## src/rtl/frame_stream_src.sv

```systemverilog
// Raster-order test-pattern frame source with valid/ready handshake and clock enable.
// Emits h*v pixels with sof/eol/eof markers, then pulses done for one enabled cycle.
module frame_stream_src #(
  parameter int unsigned DATA_WIDTH = 8,
  parameter int unsigned SIZE_WIDTH = 12
) (
  input  logic                  clk,
  input  logic                  rst_n,
  input  logic                  ce_i,
  input  logic                  start_i,
  input  logic [SIZE_WIDTH-1:0] h_size_i,
  input  logic [SIZE_WIDTH-1:0] v_size_i,
  input  logic [1:0]            pattern_i,
  input  logic [DATA_WIDTH-1:0] seed_i,
  input  logic                  ready_i,
  output logic                  valid_o,
  output logic [DATA_WIDTH-1:0] data_o,
  output logic                  sof_o,
  output logic                  eol_o,
  output logic                  eof_o,
  output logic                  busy_o,
  output logic                  done_o
);

  typedef enum logic [1:0] {StIdle, StStream, StDone} state_e;

  state_e                state_q;
  logic [SIZE_WIDTH-1:0] h_q, v_q, x_q, y_q;
  logic [1:0]            pat_q;
  logic [DATA_WIDTH-1:0] seed_q, acc_q, data_q;
  logic                  sof_q, eol_q, eof_q;

  logic [SIZE_WIDTH-1:0] x_nxt, y_nxt;
  logic [DATA_WIDTH-1:0] acc_nxt, pix_nxt;
  logic                  eol_nxt, eof_nxt;

  // Position and pixel of the beat that follows the one currently presented.
  always_comb begin
    x_nxt   = eol_q ? '0 : x_q + 1'b1;
    y_nxt   = eol_q ? y_q + 1'b1 : y_q;
    acc_nxt = acc_q + 1'b1;
    unique case (pat_q)
      2'd0:    pix_nxt = acc_nxt;
      2'd1:    pix_nxt = seed_q;
      2'd2:    pix_nxt = seed_q + DATA_WIDTH'(x_nxt);
      2'd3:    pix_nxt = seed_q + DATA_WIDTH'(y_nxt);
      default: pix_nxt = seed_q;
    endcase
    eol_nxt = (x_nxt == h_q - 1'b1);
    eof_nxt = eol_nxt && (y_nxt == v_q - 1'b1);
  end

  always_ff @(posedge clk or negedge rst_n) begin
    if (!rst_n) begin
      state_q <= StIdle;
      h_q     <= '0;
      v_q     <= '0;
      x_q     <= '0;
      y_q     <= '0;
      pat_q   <= '0;
      seed_q  <= '0;
      acc_q   <= '0;
      data_q  <= '0;
      sof_q   <= 1'b0;
      eol_q   <= 1'b0;
      eof_q   <= 1'b0;
    end else if (ce_i) begin
      unique case (state_q)
        StIdle: begin
          if (start_i) begin
            if (h_size_i != '0 && v_size_i != '0) begin
              h_q     <= h_size_i;
              v_q     <= v_size_i;
              pat_q   <= pattern_i;
              seed_q  <= seed_i;
              x_q     <= '0;
              y_q     <= '0;
              acc_q   <= seed_i;
              data_q  <= seed_i;
              sof_q   <= 1'b1;
              eol_q   <= (h_size_i == SIZE_WIDTH'(1));
              eof_q   <= (h_size_i == SIZE_WIDTH'(1)) && (v_size_i == SIZE_WIDTH'(1));
              state_q <= StStream;
            end else begin
              state_q <= StDone;
            end
          end
        end
        StStream: begin
          if (ready_i) begin
            if (eof_q) begin
              state_q <= StDone;
              x_q     <= '0;
              y_q     <= '0;
              data_q  <= '0;
              sof_q   <= 1'b0;
              eol_q   <= 1'b0;
              eof_q   <= 1'b0;
            end else begin
              x_q     <= x_nxt;
              y_q     <= y_nxt;
              acc_q   <= acc_nxt;
              data_q  <= pix_nxt;
              sof_q   <= 1'b0;
              eol_q   <= eol_nxt;
              eof_q   <= eof_nxt;
            end
          end
        end
        StDone:  state_q <= StIdle;
        default: state_q <= StIdle;
      endcase
    end
  end

  assign valid_o = (state_q == StStream);
  assign busy_o  = (state_q != StIdle);
  assign done_o  = (state_q == StDone);
  assign data_o  = data_q;
  assign sof_o   = sof_q;
  assign eol_o   = eol_q;
  assign eof_o   = eof_q;

endmodule
```

## config.mk

```make
export PLATFORM = sky130hd
export DESIGN_NAME = frame_stream_src
export DESIGN_NICKNAME = d
export VERILOG_FILES = /design/src/rtl/frame_stream_src.sv
export SDC_FILE = /design/constraint.sdc
export NUM_CORES = 1
export LEC_CHECK = 0
export ABC_AREA = 0
export ABC_CLOCK_PERIOD_IN_PS = 2900
export BUFFER_PORTS_ARGS = -buffer_cell sky130_fd_sc_hd__buf_2
export CORE_AREA = 2 2 132 134
export DETAILED_ROUTE_END_ITERATION = 10
export DIE_AREA = 0 0 134 136
export HOLD_SLACK_MARGIN = 0.12
export MAX_ROUTING_LAYER = met4
export PLACE_DENSITY_LB_ADDON = 0.05
export RECOVER_POWER = 100
export SKIP_CTS_REPAIR_TIMING = 1
export SYNTH_ARGS = -nofsm -noshare
export SYNTH_HDL_FRONTEND = slang
export SYNTH_SLANG_ARGS = --single-unit
```

## constraint.sdc

```tcl
create_clock -name clk -period 2.9 [get_ports clk]
set_input_delay 0.145 -clock clk [delete_from_list [all_inputs] [get_ports clk]]
set_output_delay 0.145 -clock clk [all_outputs]
set_load 0.03 [all_outputs]
```

==> impl_metrics.py <==
metrics = {
    "logic_synthesis": {
        "synth_area_mm2": 0.00529,
        "synth-simple-area-share": 0.200,
        "yosysWarnings": 0,
        "ys_seq_area_frac": 0.374,
        "ys_ff_latch": 79,
        "synth_ff_type": "dfrtp_1",
        "synth.area.mux_share": 0.0840,
        "avgSynthCellArea_um2": 9.07,
        "synth_compound_area_frac": 0.166,
        "synth_fa_ha_area_frac": 0.0345,
        "synth-xor-area-share": 0.0991,
        "yosysUniqueCellTypes": 63,
        "synth-edff-count": 0,
        "async_reset_ff_frac": 1.00,
        "synth_nets": 636,
        "synth_top_family_by_area": "simple AND/OR/NAND/NOR gates",
        "synthCells": 583,
    },
    "global_routing": {
        "grt_start_max_net_pins": 63,
        "grt_overflow": 0,
        "antenna_found_initial": 0,
        "grt_pass1_vias": 4404,
        "grt_pass1_wl_um": 24500,
        "grt_use_total": 0.179,
    },
    "floorplanning": {
        "initial_core_util": 0.313,
        "dieArea_mm2": 0.0182,
        "die_w_um": 134,
        "design.core.area_mm2": 0.0169,
        "die_y_um": 136,
        "fp-row-count": 48,
        "ioPinCount": 53,
    },
    "place": {
        "detailed_place_hpwl_um": 11100,
        "dp.cells": 859,
        "place_congestion": 0.812,
        "portBuffers": 52,
    },
    "power": {
        "power-per-cell-area_mw_per_mm2": 980,
        "power.internal_uw": 3630,
        "comb_power_share": 0.528,
        "p_leak_uw": 0.00270,
        "seqPwrFrac": 0.302,
        "ir_drop_mv": 0.674,
        "swShare": 0.435,
        "p_clk_frac": 0.170,
        "p_switching_uw": 2790,
    },
    "timing": {
        "hold_violations": 0,
        "setup-tns-final_ns": 0,
        "post-route-min-period_ns": 2.78,
        "maxSlewHeadroom": -0.121,
        "finClkSkew_ns": 0.00601,
        "period_share": 0.959,
        "finalSetupViolCount": 0,
        "slew_viol_final": 63,
        "worst_slew_pin_slew_ns": 1.68,
        "max_freq_mhz": 360,
    },
    "setup_path": {
        "cp_slowest_cell": "a2111o_1",
        "end_kind": "register",
        "cpPeakStageDelay_ns": 0.44,
        "start_kind": "register",
        "worstPathCellList": "ha_1, mux2i_1, o22ai_1, ha_1, a21o_1, a21oi_2, o21ai_0, a2111o_1, a22o_1, a31oi_1, o21ai_1",
        "r2r_end": "data_o[7]$_DFFE_PN0P_",
        "crit_path_frequent_cell": "ha_1",
        "path_class": "register to register",
        "worstPathMaxFanout": 2,
        "cp.required_ns": 3.12,
        "endpoint": "data_o[7]$_DFFE_PN0P_",
        "startpoint": "x_q[0]$_DFFE_PN0P_",
        "cp.arrival_ns": 3.00,
        "ff2ff_path_depth": 11,
        "reg2reg_from": "x_q[0]$_DFFE_PN0P_",
        "r2r_slack_ns": 0.12,
    },
    "layout": {
        "final_common_cell": "dfrtp_1",
        "antenna_cells": 0,
        "final_cell_mix": "dfrtp_1, o21ai_0, nand2_1, xnor2_1, buf_2",
        "drive_gt1_frac": 0.207,
        "nNetsFinal": 738,
        "area_delta_synth_final_pct": 23.8,
        "fin_cells": 915,
        "fin_util": 0.388,
    },
    "detailed_routing": {
        "detail_route.wirelength_um": 15300,
        "vias": 4669,
        "firstDrtPassIters": 4,
        "via_per_inst": 5.10,
        "route.detailed.drc": 0,
        "drtIter0Drc": 188,
        "post_drt_wl_per_cell_um": 16.7,
        "ant_nets": 0,
    },
    "clock_network": {
        "root_buffer": "clkbuf_16",
        "clkSlewWorstSetupHoldPaths_ns": 0.06,
        "clock_latency_ns": 0.34,
        "cts_max_level": 3,
        "cts_num_sinks": 79,
        "cts_tree": "built",
        "clk_path_buf_depth": 2,
        "cts_made_buffers": 9,
    },
    "run": {
        "drv_cap": 1,
    },
    "worst_hold_path": {
        "holdCritPathClass": "primary input to register",
    },
    "run_status": {
        "violations": "capacitance limit, slew limit",
        "status": "finished with violations",
    },
}
-- cell type report --
type	count	area (um^2)
Tap cell	225	282
Fill cell	1744	10300
Sequential cell	79	1980
Multi-Input combinational cell	456	3100
Clock buffer	12	256
Clock inverter	4	20.0
Timing Repair Buffer	120	836
Inverter	19	71.3
-- worst min path at each step --
stage | depth (start not counted) | to | slack [ns] | from
3_3_place_gp | 1 | sof_o$_DFFE_PN0P_ | 0.34 | rst_n
3_5_place_dp | 1 | sof_o$_DFFE_PN0P_ | 0.33 | rst_n
2_1_floorplan | 0 | acc_q[0]$_DFFE_PN0P_ | -0.15 | rst_n
5_1_grt | 3 | state_q[0]$_DFFE_PN0P_ | 0.12 | start_i
6_report | 3 | seed_q[1]$_DFFE_PN0P_ | 0.1 | seed_i[1]
4_1_cts | 1 | sof_o$_DFFE_PN0P_ | -0.04 | rst_n
-- Yosys cell counts (all sizes together), types with 5 or more instances --
cell type  count  area (um^2)
dfrtp         79         1980
nor3          16         85.1
and3           6         38.8
ha            13          163
xor2          20          183
nand2b         5         31.3
mux2          35          394
mux2i          5         50.1
nor2          35          131
clkbuf        25          134
inv           19         71.3
or3            9         57.6
a211oi         6         45.0
o21ai         61          305
a21oi         23          123
nand3         21          105
a22o           6         52.6
o31ai         14          110
nand2         58          218
nor2b          5         31.3
a31oi          7         43.8
nand4         10         68.8
nor4          11         83.8
xnor2         39          342
-- critical path, delay by kind of cell (launching register included) --
| kind | cells | cell delay, ns |
|---|---|---|
| AO/OA/AOI/OAI | 8 | 1.63 |
| adder cells (fa/ha/maj) | 2 | 0.58 |
| flip-flops | 1 | 0.39 |
| multiplexers | 1 | 0.07 |
-- cell families after synthesis --
family / after synthesis
and+or+nand+nor: 202
AOI/OAI and AO/OA: 141
DFF: 79
xor gates and xnor gates: 59
buffers and inverters: 48
muxes: 40
adders and majority gates: 14
-- state kept, by name (all words and copies together), names as in the netlist --
| signal | count |
|---|---|
| h_q | 12 |
| v_q | 12 |
| x_q | 12 |
| y_q | 12 |
| acc_q | 8 |
| data_o | 8 |
| seed_q | 8 |
| pat_q | 2 |
| state_q | 2 |
| eof_o | 1 |
| eol_o | 1 |
| sof_o | 1 |
-- power groups by stage --
stage | sequential (uW) | clock (uW) | combinational [uW]
6_report | 1940 | 1090 | 3380
5_1_grt | 2020 | 1190 | 3750
4_1_cts | 1960 | 1140 | 3310
3_5_place_dp | 1980 | 0 | 3300
3_3_place_gp | 1980 | 0 | 3280
2_1_floorplan | 1970 | 0 | 2360
-- per-layer routing --
| layer | vias to the layer above | wire length [um] | GRT usage |
|---|---|---|---|
| met5 | - | 0 | - |
| met4 | 0 | 282 | 0.0567 |
| met3 | 20 | 492 | 0.0336 |
| met2 | 88 | 6930 | 0.267 |
| met1 | 2241 | 7540 | 0.245 |
| li1 | 2320 | - | - |
-- stage by stage --
| step | total power [uW] | setup slack, ns | hold slack, ns | cell area [um^2] |
|---|---|---|---|---|
| 2_1_floorplan | 4330 | 0.0106 | -0.151 | 5290 |
| 3_3_place_gp | 5260 | 0.145 | 0.339 | 5910 |
| 3_5_place_dp | 5280 | 0.0895 | 0.334 | 5910 |
| 4_1_cts | 6420 | 0.0638 | -0.0395 | 6180 |
| 5_1_grt | 6960 | -0.0119 | 0.118 | 6540 |
| 6_report | 6410 | 0.118 | 0.0973 | 6540 |
Power figures use the tool's default switching activity.
